## config.mk

```make
export PLATFORM = sky130hd
export DESIGN_NAME = pc_update_unit_flat
export DESIGN_NICKNAME = d
export VERILOG_FILES = /design/src/rtl/pc_update_if.sv /design/src/rtl/pc_update_unit.sv /design/src/flat_wrapper.sv
export SDC_FILE = /design/constraint.sdc
export NUM_CORES = 1
export LEC_CHECK = 0
export CORE_ASPECT_RATIO = 0.5
export CORE_MARGIN = 1
export CORE_UTILIZATION = 45
export DETAILED_ROUTE_END_ITERATION = 7
export GPL_ROUTABILITY_DRIVEN = 0
export PLACE_DENSITY_LB_ADDON = 0.25
export SLEW_MARGIN = 10
export SYNTH_ARGS = -nofsm -noshare
export SYNTH_HDL_FRONTEND = slang
export SYNTH_SLANG_ARGS = --single-unit
```

## constraint.sdc

```tcl
create_clock -name clk -period 6.4 [get_ports clk]
set_input_delay 1.6 -clock clk [delete_from_list [all_inputs] [get_ports clk]]
set_output_delay 1.6 -clock clk [all_outputs]
set_load 0.005 [all_outputs]
```

## src/rtl/pc_update_if.sv

```systemverilog
// Fetch-path control bundle for the PC stage: stall/halt/redirect requests in,
// current PC, link value and status flags out.
interface pc_update_if #(
  parameter int PC_W = 32
);
  logic            stall;
  logic            halt_req;
  logic            br_taken;
  logic [PC_W-1:0] br_offset;
  logic            jr_en;
  logic [PC_W-1:0] jr_target;
  logic [PC_W-1:0] pc;
  logic [PC_W-1:0] pc_plus4;
  logic            halted;
  logic            misalign;

  // Requester side (fetch/decode control)
  modport master (
    output stall, halt_req, br_taken, br_offset, jr_en, jr_target,
    input  pc, pc_plus4, halted, misalign
  );

  // PC stage side
  modport slave (
    input  stall, halt_req, br_taken, br_offset, jr_en, jr_target,
    output pc, pc_plus4, halted, misalign
  );
endinterface

```

## src/rtl/pc_update_unit.sv

```systemverilog
// Program-counter stage of the MiniRISC fetch path. Holds the architectural
// PC, picks sequential / branch / register-jump next PC, buffers a redirect
// seen during a stall (first redirect wins) and supports a permanent halt.
module pc_update_unit #(
  parameter int              PC_W     = 32,
  parameter logic [PC_W-1:0] RESET_PC = '0
) (
  input  logic        clk,
  input  logic        rst,
  pc_update_if.slave  bus
);

  localparam logic [PC_W-1:0] PC_STEP = PC_W'(3'd4);

  typedef enum logic [1:0] {
    ST_RUN  = 2'd0,
    ST_HOLD = 2'd1,
    ST_HALT = 2'd2
  } state_t;

  state_t          state_r;
  logic [PC_W-1:0] pc_r;
  logic [PC_W-1:0] pending_r;
  logic            halted_r;
  logic            misalign_r;

  logic [PC_W-1:0] pc_plus4_s;
  logic            redir_s;
  logic [PC_W-1:0] raw_target_s;
  logic [PC_W-1:0] target_s;
  logic            target_misal_s;

  // Force a byte address onto a word boundary.
  function automatic logic [PC_W-1:0] word_align(input logic [PC_W-1:0] addr);
    return {addr[PC_W-1:2], 2'b00};
  endfunction

  // Nonzero low bits mean the address was not word aligned.
  function automatic logic is_misaligned(input logic [PC_W-1:0] addr);
    return (addr[1:0] != 2'b00);
  endfunction

  assign pc_plus4_s = pc_r + PC_STEP;

  // Redirect target selection: jump beats branch; offset is already in bytes.
  always_comb begin
    redir_s        = bus.jr_en | bus.br_taken;
    raw_target_s   = '0;
    if (bus.jr_en) begin
      raw_target_s = bus.jr_target;
    end else begin
      raw_target_s = pc_plus4_s + bus.br_offset;
    end
    target_s       = word_align(raw_target_s);
    target_misal_s = redir_s & is_misaligned(raw_target_s);
  end

  // PC state machine: RUN / HOLD (buffered redirect) / HALT, all outputs registered.
  always_ff @(posedge clk) begin
    if (rst) begin
      state_r    <= ST_RUN;
      pc_r       <= RESET_PC;
      pending_r  <= '0;
      halted_r   <= 1'b0;
      misalign_r <= 1'b0;
    end else begin
      case (state_r)
        ST_RUN: begin
          if (bus.halt_req) begin
            state_r  <= ST_HALT;
            halted_r <= 1'b1;
          end else if (!bus.stall) begin
            if (redir_s) begin
              pc_r       <= target_s;
              misalign_r <= misalign_r | target_misal_s;
            end else begin
              pc_r <= pc_plus4_s;
            end
          end else if (redir_s) begin
            pending_r  <= target_s;
            misalign_r <= misalign_r | target_misal_s;
            state_r    <= ST_HOLD;
          end else begin
            pc_r <= pc_r;
          end
        end
        ST_HOLD: begin
          if (bus.halt_req) begin
            state_r  <= ST_HALT;
            halted_r <= 1'b1;
          end else if (!bus.stall) begin
            pc_r    <= pending_r;
            state_r <= ST_RUN;
          end else begin
            pc_r <= pc_r;
          end
        end
        ST_HALT: begin
          state_r  <= ST_HALT;
          halted_r <= 1'b1;
        end
        default: begin
          state_r  <= ST_RUN;
          halted_r <= 1'b0;
        end
      endcase
    end
  end

  assign bus.pc       = pc_r;
  assign bus.pc_plus4 = pc_plus4_s;
  assign bus.halted   = halted_r;
  assign bus.misalign = misalign_r;

endmodule
```

## src/flat_wrapper.sv

```systemverilog
// flat-port wrapper written by rule: the top's interface ports become plain ports
module pc_update_unit_flat 
#(
  parameter int              PC_W     = 32,
  parameter logic [PC_W-1:0] RESET_PC = '0
)
  (clk, rst, bus_stall, bus_halt_req, bus_br_taken, bus_br_offset, bus_jr_en, bus_jr_target, bus_pc, bus_pc_plus4, bus_halted, bus_misalign);
  pc_update_if #(.PC_W(PC_W)) bus_i ();
  input  logic clk;
  input  logic rst;
  input wire logic [$bits(bus_i.stall)-1:0] bus_stall;
  input wire logic [$bits(bus_i.halt_req)-1:0] bus_halt_req;
  input wire logic [$bits(bus_i.br_taken)-1:0] bus_br_taken;
  input wire logic [$bits(bus_i.br_offset)-1:0] bus_br_offset;
  input wire logic [$bits(bus_i.jr_en)-1:0] bus_jr_en;
  input wire logic [$bits(bus_i.jr_target)-1:0] bus_jr_target;
  output wire logic [$bits(bus_i.pc)-1:0] bus_pc;
  output wire logic [$bits(bus_i.pc_plus4)-1:0] bus_pc_plus4;
  output wire logic [$bits(bus_i.halted)-1:0] bus_halted;
  output wire logic [$bits(bus_i.misalign)-1:0] bus_misalign;
  assign bus_i.stall = bus_stall;
  assign bus_i.halt_req = bus_halt_req;
  assign bus_i.br_taken = bus_br_taken;
  assign bus_i.br_offset = bus_br_offset;
  assign bus_i.jr_en = bus_jr_en;
  assign bus_i.jr_target = bus_jr_target;
  assign bus_pc = bus_i.pc;
  assign bus_pc_plus4 = bus_i.pc_plus4;
  assign bus_halted = bus_i.halted;
  assign bus_misalign = bus_i.misalign;
  pc_update_unit #(.PC_W(PC_W), .RESET_PC(RESET_PC)) u_core (.clk(clk), .rst(rst), .bus(bus_i));
endmodule
```

# Yosys cells after proc, flatten, opt, wreduce, memory -nomap -nowiden
# Cells that the tools add are included.
# word_totals
reg_bits,66
latchBits,0
mem_bits_rw,0
mem_bits_ro,0
input_bits,70
n_memories,0
# classes
n_addsub,2
mul,0
div_mod_pow,0
n_lt_le_gt_ge,0
eq_ne,10
n_shift,0
mux,15
bitwise,4
reduce_logical,8
# op_table
cell,n
32-bit two-way mux,6
32-bit one-hot mux with 2 select lines,1
"32-bit by 3-bit adder with 32-bit output, second input constant",1
32-bit adder,1
2-bit two-way mux,5
"2-bit inequality test, second input constant",4
"3-bit inequality test, second input constant",2
2-bit one-hot mux with 3 select lines,1
3-bit AND reduction,2
5-bit AND reduction,1
4-bit AND reduction,1
2-bit nonzero test,2
"3-bit by 2-bit inequality test with 1-bit output, second input constant",1
"2-bit by 1-bit equality test with 1-bit output, second input constant",1
"2-bit equality test, second input constant",1
2-bit zero test,1
"2-bit by 1-bit inequality test with 1-bit output, second input constant",1
1-bit bitwise OR,2
1-bit one-hot mux with 2 select lines,1
2-bit OR reduction,1
1-bit bitwise AND,1
1-bit two-way mux,1
1-bit inverter,1

# Depth between registers and ports, before layout
# Gate-level depths: netlist of run 1.
# logic_depth
word_depth,7
depth_mapped,16
ltp_nobuf,14

# Worst setup path before layout of run 1
# No wires, ideal clock.
# synth_path
path_type,input to register
start,input bus_br_offset[6]
end,"register u_core.pc_r[17], in the netlist u_core.bus.pc[17]"
arrival_time_ps,3665
t_required_ps,6286
slack_ps,2621
path_stages,9
path_buffers,0
path_cell_list,ha_1 > and3_1 > a22o_2 > a211oi_4 > o21ai_1 > a31oi_1 > xnor2_1 > mux2i_1 > a2111oi_0
# synth_via
elab_chain_cells,6
# synth_lines
item,line_no,text
from (decl),flat_wrapper.sv:14,input wire logic [$bits(bus_i.br_offset)-1:0] bus_br_offset;
32-bit adder,pc_update_unit.sv:52,raw_target_s = pc_plus4_s + bus.br_offset;
32-bit two-way mux,pc_update_unit.sv:49,if (bus.jr_en) begin
32-bit two-way mux,pc_update_unit.sv:73,if (redir_s) begin
32-bit two-way mux,pc_update_unit.sv:72,end else if (!bus.stall) begin
32-bit two-way mux,pc_update_unit.sv:69,if (bus.halt_req) begin
32-bit one-hot mux with 2 select lines,pc_update_unit.sv:67,case (state_r)
to (signal assigned),pc_update_unit.sv:74,pc_r <= target_s;
to (signal assigned),pc_update_unit.sv:77,pc_r <= pc_plus4_s;
to (signal assigned),pc_update_unit.sv:84,pc_r <= pc_r;
to (decl),pc_update_unit.sv:22,logic [PC_W-1:0] pc_r;
# Every way passes these cells. The select of a mux whose other input is x is not followed.
# A chain may end at the register's enable or synchronous reset.

# Final worst setup path of run 1
# layout_path
start,"register u_core.pc_r[8], in the netlist u_core.bus.pc[8]"
end,output bus_pc_plus4[23]
# layout_via
elab_chain_cells,1
# layout_lines
item,line_no,text
32-bit by 3-bit adder with 32-bit output,pc_update_unit.sv:43,assign pc_plus4_s = pc_r + PC_STEP;
to (decl),flat_wrapper.sv:18,output wire logic [$bits(bus_i.pc_plus4)-1:0] bus_pc_plus4;
# Every way passes these cells.

==> flow_summary.rst, run 1 <==
.. list-table::
   :header-rows: 1

   * - Metric
     - Value
   * - Area of the die
     - 13200 um2
   * - Final-layout setup total negative slack
     - 0 ns
   * - Global-route congestion overflow total
     - 0
   * - Final Routed Wirelength
     - 19.8 mm
   * - Fmax
     - 209 MHz
   * - Core Box Area
     - 12100 um2
   * - Synth cell types
     - 74
   * - Wire length on met1
     - 8.79 mm
   * - Cell type with the highest aggregate area in the netlist
     - sky130_fd_sc_hd__dfxtp_1
   * - Switching share of power
     - 32.2%
   * - Hold Path Sink
     - u_core.pending_r[29]$_SDFFE_PP0P_
   * - Simple-gate portion of the synthesized area
     - 23.2%
   * - Cell at the root of the clock tree
     - sky130_fd_sc_hd__clkbuf_16
   * - Cell Rows
     - 28
   * - Leakage dissipation
     - 2.91 nW
   * - Post-DP HPWL
     - 14.3 mm
   * - Time the final worst path needs with I/O delays and setup
     - 4.79 ns
   * - Combinational family with the most area after synthesis
     - compound AO/OA/AOI/OAI gates
   * - Largest fanout on the critical path
     - 7
   * - Rel. slew slack
     - 29.9%
   * - Period utilisation layout
     - 74.9%
   * - Leading cell type in the layout, fill and taps excluded
     - sky130_fd_sc_hd__clkdlybuf4s50_1
   * - Total of endpoints with negative setup slack in the final report
     - 0
   * - Final hold viol count
     - 0
   * - P_sw
     - 0.000478 W
   * - Total routing usage reported by global routing
     - 30.4%
   * - Height of the die
     - 81.6 um
   * - Maximum clock skew at final layout
     - 0.00681 ns
   * - Async set-or-reset flop fraction in the synthesized netlist
     - 0%
   * - Number of instances resized during post-cts repair
     - 0
   * - Cell count after synthesis
     - 759
   * - Area share of the leading cell type in the synthesized netlist
     - 22.5%
   * - Width of the chip
     - 161 um
   * - I/O pin cnt
     - 136
   * - Initial core utilization
     - 47.2%
   * - DR pass1 iterations
     - 6
   * - Slew of the pin with the lowest slew margin
     - 1.05 ns
   * - Count of routing violations after the opening detailed-route iteration
     - 733
   * - Source of the worst register-to-register timing path
     - u_core.bus.pc[2]$_SDFFE_PP0P_
   * - Core Util, Final
     - 61.1%
   * - Number of storage elements in the synthesis netlist
     - 64
   * - Antenna diode instance count
     - 0
   * - Yosys warning total
     - 0
   * - Top layer used by detailed routing
     - met4
   * - Critical Setup Path Class
     - reg2out
   * - Post-synthesis share of cell area spent on full adders, half adders and majority gates
     - 8.11%
   * - Critical path endpoint category
     - primary output
   * - Number of I/O port buffers
     - 131
   * - Share of cells above drive strength 1
     - 6.37%
   * - Total via count after detailed routing
     - 6412
   * - Clock tree from TritonCTS
     - built
   * - Worst hold path cell count
     - 2
   * - Deepest clock path buffer count
     - 2
   * - Number of flops mapped to enable cells by yosys
     - 0
   * - Cell types occupying the most area after synthesis
     - sky130_fd_sc_hd__dfxtp_1 22%, sky130_fd_sc_hd__ha_1 8.1%, sky130_fd_sc_hd__nor2_1 6.2%, sky130_fd_sc_hd__a21oi_1 5.6%, sky130_fd_sc_hd__xnor2_1 5.4%
   * - Hold Crit Class
     - reg2reg
   * - Portion of total power attributed to combinational logic
     - 33.5%
   * - CTS Buf Count
     - 9
   * - Area grow syn2layout
     - 29.4%
   * - Final-stage net count
     - 965
   * - H-tree depth reported by CTS
     - 3
   * - RSZ-0062 raised after global routing
     - false
   * - Post-synthesis average cell area
     - 7.52 um2
   * - Largest net degree at the start of global routing
     - 68
   * - Length in cells of the worst reg-to-reg path
     - 14
   * - Register clock-pin slew on the reported worst setup and hold paths
     - 0.06 ns
   * - Wire length of the first global-routing pass
     - 31.1 mm
   * - Worst setup SP type
     - flip-flop
   * - Data arrival time of the critical path
     - 3.19 ns
   * - Portion of netlist area occupied by mux cells
     - 3.07%
   * - Routed met3 length
     - 2.49 mm
   * - Final ANT Viol Nets
     - 0
   * - Antenna violations before repair
     - 0
   * - Post-Synth XOR/XNOR Area
     - 8.11%
   * - Launch point of the worst hold path
     - u_core.pending_r[29]$_SDFFE_PP0P_
   * - Total length of routed met2 wires
     - 8.10 mm
   * - Crit Reg-Reg Endpoint
     - u_core.pending_r[31]$_SDFFE_PP0P_
   * - Vias per Instance
     - 6.24
   * - Number of hold buffers added after CTS
     - 0
   * - Design internal power
     - 0.00100 W
   * - DRC Markers
     - 0
   * - Most used flip-flop cell after synthesis
     - sky130_fd_sc_hd__dfxtp_1
   * - Most frequent cells in the layout
     - 129 x sky130_fd_sc_hd__clkdlybuf4s50_1, 94 x sky130_fd_sc_hd__nor2_1, 71 x sky130_fd_sc_hd__nand2_1
   * - Max-slew violations
     - 0
   * - Number of global-route vias before repair
     - 5854
   * - Clock sinks
     - 64
   * - Required @ worst endpoint
     - 4.80 ns
   * - Clock share of power
     - 35.5%
   * - Sequential fraction of the synthesis area
     - 22.5%
   * - Reg-to-reg slack, setup
     - 1.85 ns
   * - Post-Syn Area
     - 5710 um2
   * - Fraction of the mapped netlist area in compound gates
     - 30.1%
   * - Proportion of power drawn by flip-flops and latches
     - 31.0%
   * - PwrDens
     - 201 nW/um2
   * - Buffers inserted by post-CTS timing repair
     - 0
   * - Wire length per cell
     - 19.2 um
   * - Insertion delay of the later-clocked pin in the worst-skew pair
     - 0.33 ns
   * - Max-Cap Viols
     - 0
   * - VDD IR max
     - 0.000145 V
   * - Result of the run
     - completed
   * - Launch point of the worst path
     - u_core.bus.pc[8]$_SDFFE_PP0P_
logic make-up (layout without fill, tap and decap cells):
| kind of cell | count (synthesis) | after routing |
|---|---|---|
| AND/OR/NAND/NOR | 281 | 281 |
| AO/OA/AOI/OAI | 239 | 239 |
| buffers and inverters | 68 | 169 |
| flip-flops | 64 | 64 |
| XOR/XNOR | 52 | 52 |
| adder cells (fa/ha/maj) | 37 | 37 |
| multiplexers | 17 | 17 |
| other | 1 | 4 |
state kept, by name, summed over array words and instances (netlist names):
name and flops:
u_core.bus.halted 1, u_core.bus.misalign 1, u_core.bus.pc 30, u_core.pending_r 30, u_core.state_r 2
routing by layer:
metal  track usage [%]  up-vias
met3              7.42       48
met1              43.0     2985
met2              44.6      414
met5                 0        -
met4              11.1        0
li1                  -     2965
cell usage after synthesis, drive strengths merged, types with 13 or more instances:
library cell,n
a211oi,43
a21o,18
a21oi,68
and3,14
buf,17
clkbuf,37
dfxtp,64
ha,37
inv,13
mux2i,16
nand2,71
nand3,26
nor2,94
nor3,22
o21ai,34
xnor2,36
xor2,16
worst max-delay path by stage:
stage / to / slack [ns] / cells after the start
after floorplan: u_core.bus.pc[17]$_SDFFE_PP0P_ / 2.62 / 9
after global placement: u_core.pending_r[10]$_SDFFE_PP0P_ / 1.62 / 8
after detailed placement: u_core.pending_r[31]$_SDFFE_PP0P_ / 1.55 / 8
after CTS: bus_pc_plus4[23] / 1.74 / 6
after global routing: bus_pc_plus4[23] / 1.54 / 6
final: bus_pc_plus4[23] / 1.61 / 6
final cells by class:
class	instances	area, um2
clock buffer	13	250
clock inverter	3	65.1
fill	1101	4700
inverter	14	52.6
multi-input combinational	630	4170
sequential	64	1280
tap	165	206
timing repair buffer	139	1360
metrics by stage:
stage / worst slack (ns) / hold slack, ns / std cells / total power, W / area (um2)
finish: 1.61 / 0.467 / 1028 / 0.00148 / 7380
CTS: 1.74 / 0.465 / 1028 / 0.00147 / 7380
floorplan: 2.62 / 0.433 / 762 / 0.000760 / 5720
global route: 1.54 / 0.489 / 1028 / 0.00155 / 7380
detailed placement: 1.55 / 0.459 / 1012 / 0.000950 / 7070
global placement: 1.62 / 0.448 / 1012 / 0.000942 / 7070
power groups by stage:
| stage | registers (W) | clock network (W) | logic, W |
|---|---|---|---|
| after global routing | 0.000462 | 0.000551 | 0.000541 |
| after floorplan | 0.000457 | 0 | 0.000303 |
| after global placement | 0.000464 | 0 | 0.000477 |
| final | 0.000459 | 0.000526 | 0.000497 |
| after CTS | 0.000458 | 0.000527 | 0.000488 |
| after detailed placement | 0.000465 | 0 | 0.000485 |
critical path, stage by stage, from the launching register on:
cell                              delay [ns]
sky130_fd_sc_hd__dfxtp_1                0.46
sky130_fd_sc_hd__nand4_1                0.18
sky130_fd_sc_hd__nor3_2                 0.64
sky130_fd_sc_hd__and2_1                 0.33
sky130_fd_sc_hd__nand3_1                0.12
sky130_fd_sc_hd__xnor2_1                0.49
sky130_fd_sc_hd__clkdlybuf4s50_1        0.63
Note: power is estimated with default switching activity, not from simulation.
==> run 2: changes to the inputs <==
==> constraint.sdc (replaced) <==
create_clock -name clk -period 3.9 [get_ports clk]
set_input_delay 0.975 -clock clk [delete_from_list [all_inputs] [get_ports clk]]
set_output_delay 0.975 -clock clk [all_outputs]
set_load 0.005 [all_outputs]
==> run 2 against run 1 <==
Compared with the run above:
- cell count is 4.6% higher
- critical path depth up 2
- clock power increased by 73%
- clock skew grew 0.0037 ns
- combinational power increased by 77%
- routed wire length rose by 7.0%
- first-iteration DRC count shrank 3.0%
==> flow_summary.rst, run 2 (synthesis gave the netlist of run 1 again) <==
.. list-table::
   :header-rows: 1

   * - Metric
     - Value
   * - Result of the run
     - completed
   * - Area of the die
     - 13200 um2
   * - Final instance area
     - 7850 um2
   * - Most used routing layer
     - met2
   * - Core Util, Final
     - 64.9%
   * - Source of the worst register-to-register timing path
     - u_core.bus.pc[11]$_SDFFE_PP0P_
   * - Insertion delay of the later-clocked pin in the worst-skew pair
     - 0.34 ns
   * - Post-DP HPWL
     - 15.5 mm
   * - Wire length of the first global-routing pass
     - 32.5 mm
   * - Cell at the root of the clock tree
     - sky130_fd_sc_hd__clkbuf_16
   * - Count of routing violations after the opening detailed-route iteration
     - 711
   * - Largest fanout on the critical path
     - 7
   * - Maximum clock skew at final layout
     - 0.0106 ns
   * - Category of cells accounting for the largest share of critical-path delay
     - simple AND/OR/NAND/NOR gates
   * - Final hold viol count
     - 0
   * - Clock share of power
     - 35.9%
   * - CTS Buf Count
     - 9
   * - GRT met2 Usage
     - 51.0%
   * - Critical Setup Path Class
     - reg2out
   * - Leakage dissipation
     - 3.19 nW
   * - Total via count after detailed routing
     - 6594
   * - Clock sinks
     - 64
   * - Met1 demand-to-capacity share in global routing
     - 42.6%
   * - Max-slew violations
     - 0
   * - Vias per Instance
     - 6.13
   * - Antenna violations before repair
     - 0
   * - Final Routed Wirelength
     - 21.2 mm
   * - Antenna diode instance count
     - 0
   * - Slew of the pin with the lowest slew margin
     - 0.775 ns
   * - Most frequent cells in the layout
     - 129 x sky130_fd_sc_hd__clkdlybuf4s50_1, 92 x sky130_fd_sc_hd__nor2_1, 71 x sky130_fd_sc_hd__nand2_1
   * - Deepest clock path buffer count
     - 2
   * - Critical path endpoint category
     - primary output
   * - Critical path depth in cells
     - 8
   * - I/O pin cnt
     - 136
   * - Worst hold path cell count
     - 2
   * - Total routing usage reported by global routing
     - 32.1%
   * - Proportion of power drawn by flip-flops and latches
     - 29.4%
   * - WHS
     - 0.464 ns
   * - Clock tree from TritonCTS
     - built
   * - Register clock-pin slew on the reported worst setup and hold paths
     - 0.06 ns
   * - Leading cell type in the layout, fill and taps excluded
     - sky130_fd_sc_hd__clkdlybuf4s50_1
   * - Largest net degree at the start of global routing
     - 67
   * - Crit Reg-Reg Endpoint
     - u_core.bus.pc[28]$_SDFFE_PP0P_
   * - Slowest cell delay on critical path
     - 0.49 ns
   * - Placed inst area
     - 7430 um2
   * - Launch point of the worst hold path
     - u_core.pending_r[29]$_SDFFE_PP0P_
   * - Initial core utilization
     - 47.2%
   * - Final-layout setup total negative slack
     - 0 ns
   * - RSZ-0062 raised after global routing
     - false
   * - Total of endpoints with negative setup slack in the final report
     - 0
   * - Width of the chip
     - 161 um
   * - Reg-to-reg slack, setup
     - 0.16 ns
   * - Cell with the largest stage delay on the worst path
     - sky130_fd_sc_hd__clkdlybuf4s50_1
   * - Final ANT Viol Nets
     - 0
   * - Fmax
     - 264 MHz
   * - DR pass1 iterations
     - 6
   * - Worst setup SP type
     - flip-flop
   * - Number of filler cells placed in the layout
     - 1070
   * - PwrDens
     - 323 nW/um2
   * - Ordered list of cells on the worst path
     - and4_2 > and4_1 > and2_1 > buf_4 > nand2_1 > xnor2_1 > buf_4 > clkdlybuf4s50_1
   * - Data arrival time of the critical path
     - 2.82 ns
   * - Share of cells above drive strength 1
     - 13.2%
   * - Buf+Inv Stages, Crit Path
     - 3
   * - VDD IR max
     - 0.000228 V
   * - Hold Path Sink
     - u_core.pending_r[29]$_SDFFE_PP0P_
   * - Number of I/O port buffers
     - 131
   * - Length in cells of the worst reg-to-reg path
     - 14
   * - Most Frequent Cell on Critical Path
     - sky130_fd_sc_hd__buf_4
   * - Design internal power
     - 0.00168 W
   * - Cell Rows
     - 28
   * - Period utilisation layout
     - 97.2%
   * - Met3 track demand over resource in global routing
     - 9.19%
   * - Global-route congestion overflow total
     - 0
   * - Switching share of power
     - 33.9%
   * - Height of the die
     - 81.6 um
   * - Max-Cap Viols
     - 0
   * - Hold Crit Class
     - reg2reg
   * - Time the final worst path needs with I/O delays and setup
     - 3.79 ns
   * - P_sw
     - 0.000860 W
   * - Area grow syn2layout
     - 37.5%
   * - Portion of total power attributed to combinational logic
     - 34.7%
   * - Number of global-route vias before repair
     - 6262
   * - Rel. slew slack
     - 48.3%
   * - Required @ worst endpoint
     - 2.92 ns
   * - Final-stage net count
     - 1012
   * - Core Box Area
     - 12100 um2
   * - H-tree depth reported by CTS
     - 3
   * - Wire length per cell
     - 19.7 um
   * - DRC Markers
     - 0
## run 2: cell count changes in the layout (fill, tap and decap cells not counted), sizes merged
cell / delta
buf: +47
clkbuf: -4
inv: +2
clkinv: +1
clkinvlp: +1
## run 2: power by group through the flow
stage                     logic (W)  registers, W  clock network, W
after global routing       0.000947      0.000750          0.000940
after detailed placement   0.000841      0.000755                 0
after CTS                  0.000851      0.000742          0.000910
after floorplan            0.000497      0.000750                 0
after global placement     0.000824      0.000754                 0
final                      0.000880      0.000746          0.000911
## run 2: worst reg2reg max path, stage by stage, from the launching register on
cell                      delay [ns]
sky130_fd_sc_hd__dfxtp_1        0.44
sky130_fd_sc_hd__and4_2         0.33
sky130_fd_sc_hd__and4_1         0.25
sky130_fd_sc_hd__and2_1         0.25
sky130_fd_sc_hd__nand3_1        0.15
sky130_fd_sc_hd__xnor2_2        0.19
sky130_fd_sc_hd__buf_4          0.17
sky130_fd_sc_hd__ha_1           0.32
sky130_fd_sc_hd__a21o_1         0.20
sky130_fd_sc_hd__a21o_1         0.17
sky130_fd_sc_hd__a21oi_1        0.24
sky130_fd_sc_hd__nand2_1        0.17
sky130_fd_sc_hd__o31ai_2        0.35
sky130_fd_sc_hd__mux2i_1        0.12
sky130_fd_sc_hd__a211o_1        0.28
## run 2: worst max-delay path by stage
stage                                   start                              to
5_1_grt        u_core.bus.pc[11]$_SDFFE_PP0P_  u_core.bus.pc[28]$_SDFFE_PP0P_
3_3_place_gp                 bus_br_offset[6]  u_core.bus.pc[31]$_SDFFE_PP0P_
6_report       u_core.bus.pc[11]$_SDFFE_PP0P_                bus_pc_plus4[25]
3_5_place_dp                 bus_br_offset[5]  u_core.bus.pc[31]$_SDFFE_PP0P_
2_1_floorplan   u_core.bus.pc[2]$_SDFFE_PP0P_  u_core.bus.pc[31]$_SDFFE_PP0P_
4_1_cts         u_core.bus.pc[5]$_SDFFE_PP0P_  u_core.bus.pc[31]$_SDFFE_PP0P_
## run 2: final cells by class
cell class	count	area (um2)	area share, %
Multi-Input combinational cell	630	4230	54.0
Timing Repair Buffer	186	1740	22.2
Inverter	14	52.6	0.670
Clock buffer	9	225	2.87
Clock inverter	7	103	1.31
Tap cell	165	206	2.63
Sequential cell	64	1280	16.3
## run 2: per-stage QoR
| stage | cells | total power, W | setup slack [ns] |
|---|---|---|---|
| after CTS | 1073 | 0.00250 | 0.0962 |
| after global placement | 1057 | 0.00158 | 0.145 |
| final | 1075 | 0.00254 | 0.109 |
| after detailed placement | 1057 | 0.00160 | 0.0408 |
| after global routing | 1075 | 0.00264 | 0.00664 |
| after floorplan | 762 | 0.00125 | 0.323 |
## run 2: timing repair
action / in CTS / in global routing
buffers inserted: 0 / 2
setup endpoints to repair: 0 / 22
gates resized for setup: 0 / 18
hold endpoints to repair: 0 / 0
hold buffers: 0 / 0
## run 2: routing by layer
layer	vias up	wire (um)
li1	3069	-
met1	3086	9140
met2	407	9130
met3	32	2640
met4	0	260
met5	-	0
==> run 3: changes to the inputs <==
==> constraint.sdc (replaced) <==
create_clock -name clk -period 3.28 [get_ports clk]
set_input_delay 0.82 -clock clk [delete_from_list [all_inputs] [get_ports clk]]
set_output_delay 0.82 -clock clk [all_outputs]
set_load 0.005 [all_outputs]
==> run 3 against run 2 <==
Compared with the run above:
- the flow now finishes with violations (setup timing)
- routed wire length increased by 29%
- sequential share of layout area decreased by 3.1 points
- register-to-register slack got worse by 0.36 ns
- largest power group is now combinational logic
==> flow_summary.rst, run 3 (synthesis gave the netlist of run 1 again) <==
.. list-table::
   :header-rows: 1

   * - Metric
     - Value
   * - CTS Buf Count
     - 9
   * - Clock tree from TritonCTS
     - built
   * - Max-slew violations
     - 0
   * - I/O pin cnt
     - 136
   * - Core Box Area
     - 12100 um2
   * - Count of routing violations after the opening detailed-route iteration
     - 1219
   * - Clock sinks
     - 64
   * - Height of the die
     - 81.6 um
   * - Period utilisation layout
     - 106%
   * - Final Routed Wirelength
     - 27.4 mm
   * - Maximum clock skew at final layout
     - 0.00595 ns
   * - Number of hold buffers added after CTS
     - 0
   * - Setup slack at placement
     - -0.271 ns
   * - Number of I/O port buffers
     - 131
   * - Post-DP HPWL
     - 16.8 mm
   * - Register clock-pin slew on the reported worst setup and hold paths
     - 0.06 ns
   * - Insertion delay of the later-clocked pin in the worst-skew pair
     - 0.35 ns
   * - H-tree depth reported by CTS
     - 3
   * - Total of endpoints with negative setup slack in the final report
     - 28
   * - Wire length per cell
     - 22.3 um
   * - DRC Markers
     - 0
   * - Max-Cap Viols
     - 0
   * - Antenna violations before repair
     - 0
   * - Fin worst setup slack
     - -0.196 ns
   * - PwrDens
     - 333 nW/um2
   * - Largest net degree at the start of global routing
     - 50
   * - Final-stage net count
     - 1166
   * - Antenna diode instance count
     - 0
   * - Slew of the pin with the lowest slew margin
     - 0.975 ns
   * - Final hold viol count
     - 0
   * - Leading cell type in the layout, fill and taps excluded
     - sky130_fd_sc_hd__buf_4
   * - Area grow syn2layout
     - 72.7%
   * - Violated checks
     - setup timing
   * - Number of global-route vias before repair
     - 6737
   * - RSZ-0062 raised after global routing
     - true
   * - Width of the chip
     - 161 um
   * - Design internal power
     - 0.00210 W
   * - Core Util, Final
     - 81.6%
   * - Rel. slew slack
     - 35.0%
   * - Final ANT Viol Nets
     - 0
   * - Largest fanout on the critical path
     - 4
   * - Critical path endpoint category
     - flip-flop
   * - Total via count after detailed routing
     - 7886
   * - Length in cells of the worst reg-to-reg path
     - 16
   * - Portion of total power attributed to combinational logic
     - 45.2%
   * - Share of cells above drive strength 1
     - 36.5%
   * - Hold Crit Class
     - reg2reg
   * - Proportion of power drawn by flip-flops and latches
     - 27.2%
   * - Worst hold path cell count
     - 2
   * - Wire length of the first global-routing pass
     - 35.4 mm
   * - DR pass1 iterations
     - 8
   * - Leakage dissipation
     - 4.27 nW
   * - Result of the run
     - finished, violations left
   * - Switching share of power
     - 35.9%
   * - Area of the die
     - 13200 um2
   * - Fmax
     - 288 MHz
   * - Clock share of power
     - 27.6%
   * - Cell Rows
     - 28
   * - Initial core utilization
     - 47.2%
   * - Critical Setup Path Class
     - reg2reg
   * - Worst setup SP type
     - flip-flop
   * - Time the final worst path needs with I/O delays and setup
     - 3.48 ns
   * - Total routing usage reported by global routing
     - 35.0%
   * - Most frequent cells in the layout
     - 192 x sky130_fd_sc_hd__buf_4, 122 x sky130_fd_sc_hd__clkdlybuf4s50_1, 86 x sky130_fd_sc_hd__nor2_1
   * - Final Power
     - 0.00328 W
   * - Vias per Instance
     - 6.42
   * - Global-route congestion overflow total
     - 0
   * - VDD IR max
     - 0.000269 V
   * - Cell at the root of the clock tree
     - sky130_fd_sc_hd__clkbuf_16
   * - Required @ worst endpoint
     - 3.51 ns
   * - P_sw
     - 0.00118 W
   * - Data arrival time of the critical path
     - 3.71 ns
   * - Deepest clock path buffer count
     - 2
==> run 3: area by class of cell <==
class / count / area (um2)
Multi-Input combinational cell: 630 / 5040
Timing Repair Buffer: 340 / 2990
Fill cell: 726 / 2230
Sequential cell: 64 / 1310
Clock buffer: 12 / 246
Tap cell: 165 / 206
Inverter: 14 / 52.6
Clock inverter: 4 / 20.0
==> run 3: critical path, cell delays in order, from the launching register on <==
cell	delay [ns]
sky130_fd_sc_hd__dfxtp_2	0.36
sky130_fd_sc_hd__buf_4	0.12
sky130_fd_sc_hd__nand4_1	0.18
sky130_fd_sc_hd__buf_4	0.19
sky130_fd_sc_hd__buf_6	0.12
sky130_fd_sc_hd__nor2_4	0.12
sky130_fd_sc_hd__xor2_2	0.24
sky130_fd_sc_hd__ha_4	0.25
sky130_fd_sc_hd__and4_1	0.19
sky130_fd_sc_hd__a21o_1	0.21
sky130_fd_sc_hd__a211oi_4	0.30
sky130_fd_sc_hd__buf_6	0.17
sky130_fd_sc_hd__a21oi_4	0.08
sky130_fd_sc_hd__a41oi_2	0.24
sky130_fd_sc_hd__xnor2_2	0.16
sky130_fd_sc_hd__a211oi_2	0.09
sky130_fd_sc_hd__o32ai_1	0.32
==> run 3: what timing repair did <==
action,4_1_cts,5_1_grt
pin swaps,45,78
setup endpoints to repair,41,47
buffers inserted,22,26
resized for setup,45,124
==> run 3: path summary, 6_finish.rpt <==
| kind | endpoint | slack [ns] | from |
|---|---|---|---|
| setup / recovery | u_core.bus.pc[25]$_SDFFE_PP0P_ | -0.20 | u_core.bus.pc[4]$_SDFFE_PP0P_ |
| hold / removal | u_core.pending_r[29]$_SDFFE_PP0P_ | 0.48 | u_core.pending_r[29]$_SDFFE_PP0P_ |
| setup reg to reg | u_core.bus.pc[25]$_SDFFE_PP0P_ | -0.20 | u_core.bus.pc[4]$_SDFFE_PP0P_ |
| hold reg to reg | u_core.pending_r[29]$_SDFFE_PP0P_ | 0.48 | u_core.pending_r[29]$_SDFFE_PP0P_ |
==> run 3: layer usage <==
metal	vias to the layer above	track usage, %	wire length [um]
met1	3643	45.8	10500
met3	167	10.1	3590
li1	3374	-	-
met5	-	0	0
met2	702	55.7	11900
met4	0	11.7	1410
==> run 3: stage by stage <==
stage                     hold slack [ns]  instance area (um2)  cells  TNS [ns]
after floorplan                     0.433                 5800    762         0
after global placement              0.453                 8360   1167     -3.26
after detailed placement            0.462                 8360   1167     -5.46
after CTS                           0.472                 9010   1205    -0.151
after global routing                0.507                 9860   1229     -5.10
final                               0.478                 9860   1229     -2.48
==> run 3: power groups by stage <==
stage / Sequential, W / Combinational [W] / Clock (W)
floorplan: 0.000895 / 0.000597 / 0
global placement: 0.000895 / 0.00115 / 0
detailed placement: 0.000898 / 0.00118 / 0
CTS: 0.000883 / 0.00125 / 0.000886
global route: 0.000896 / 0.00155 / 0.000923
finish: 0.000893 / 0.00148 / 0.000904
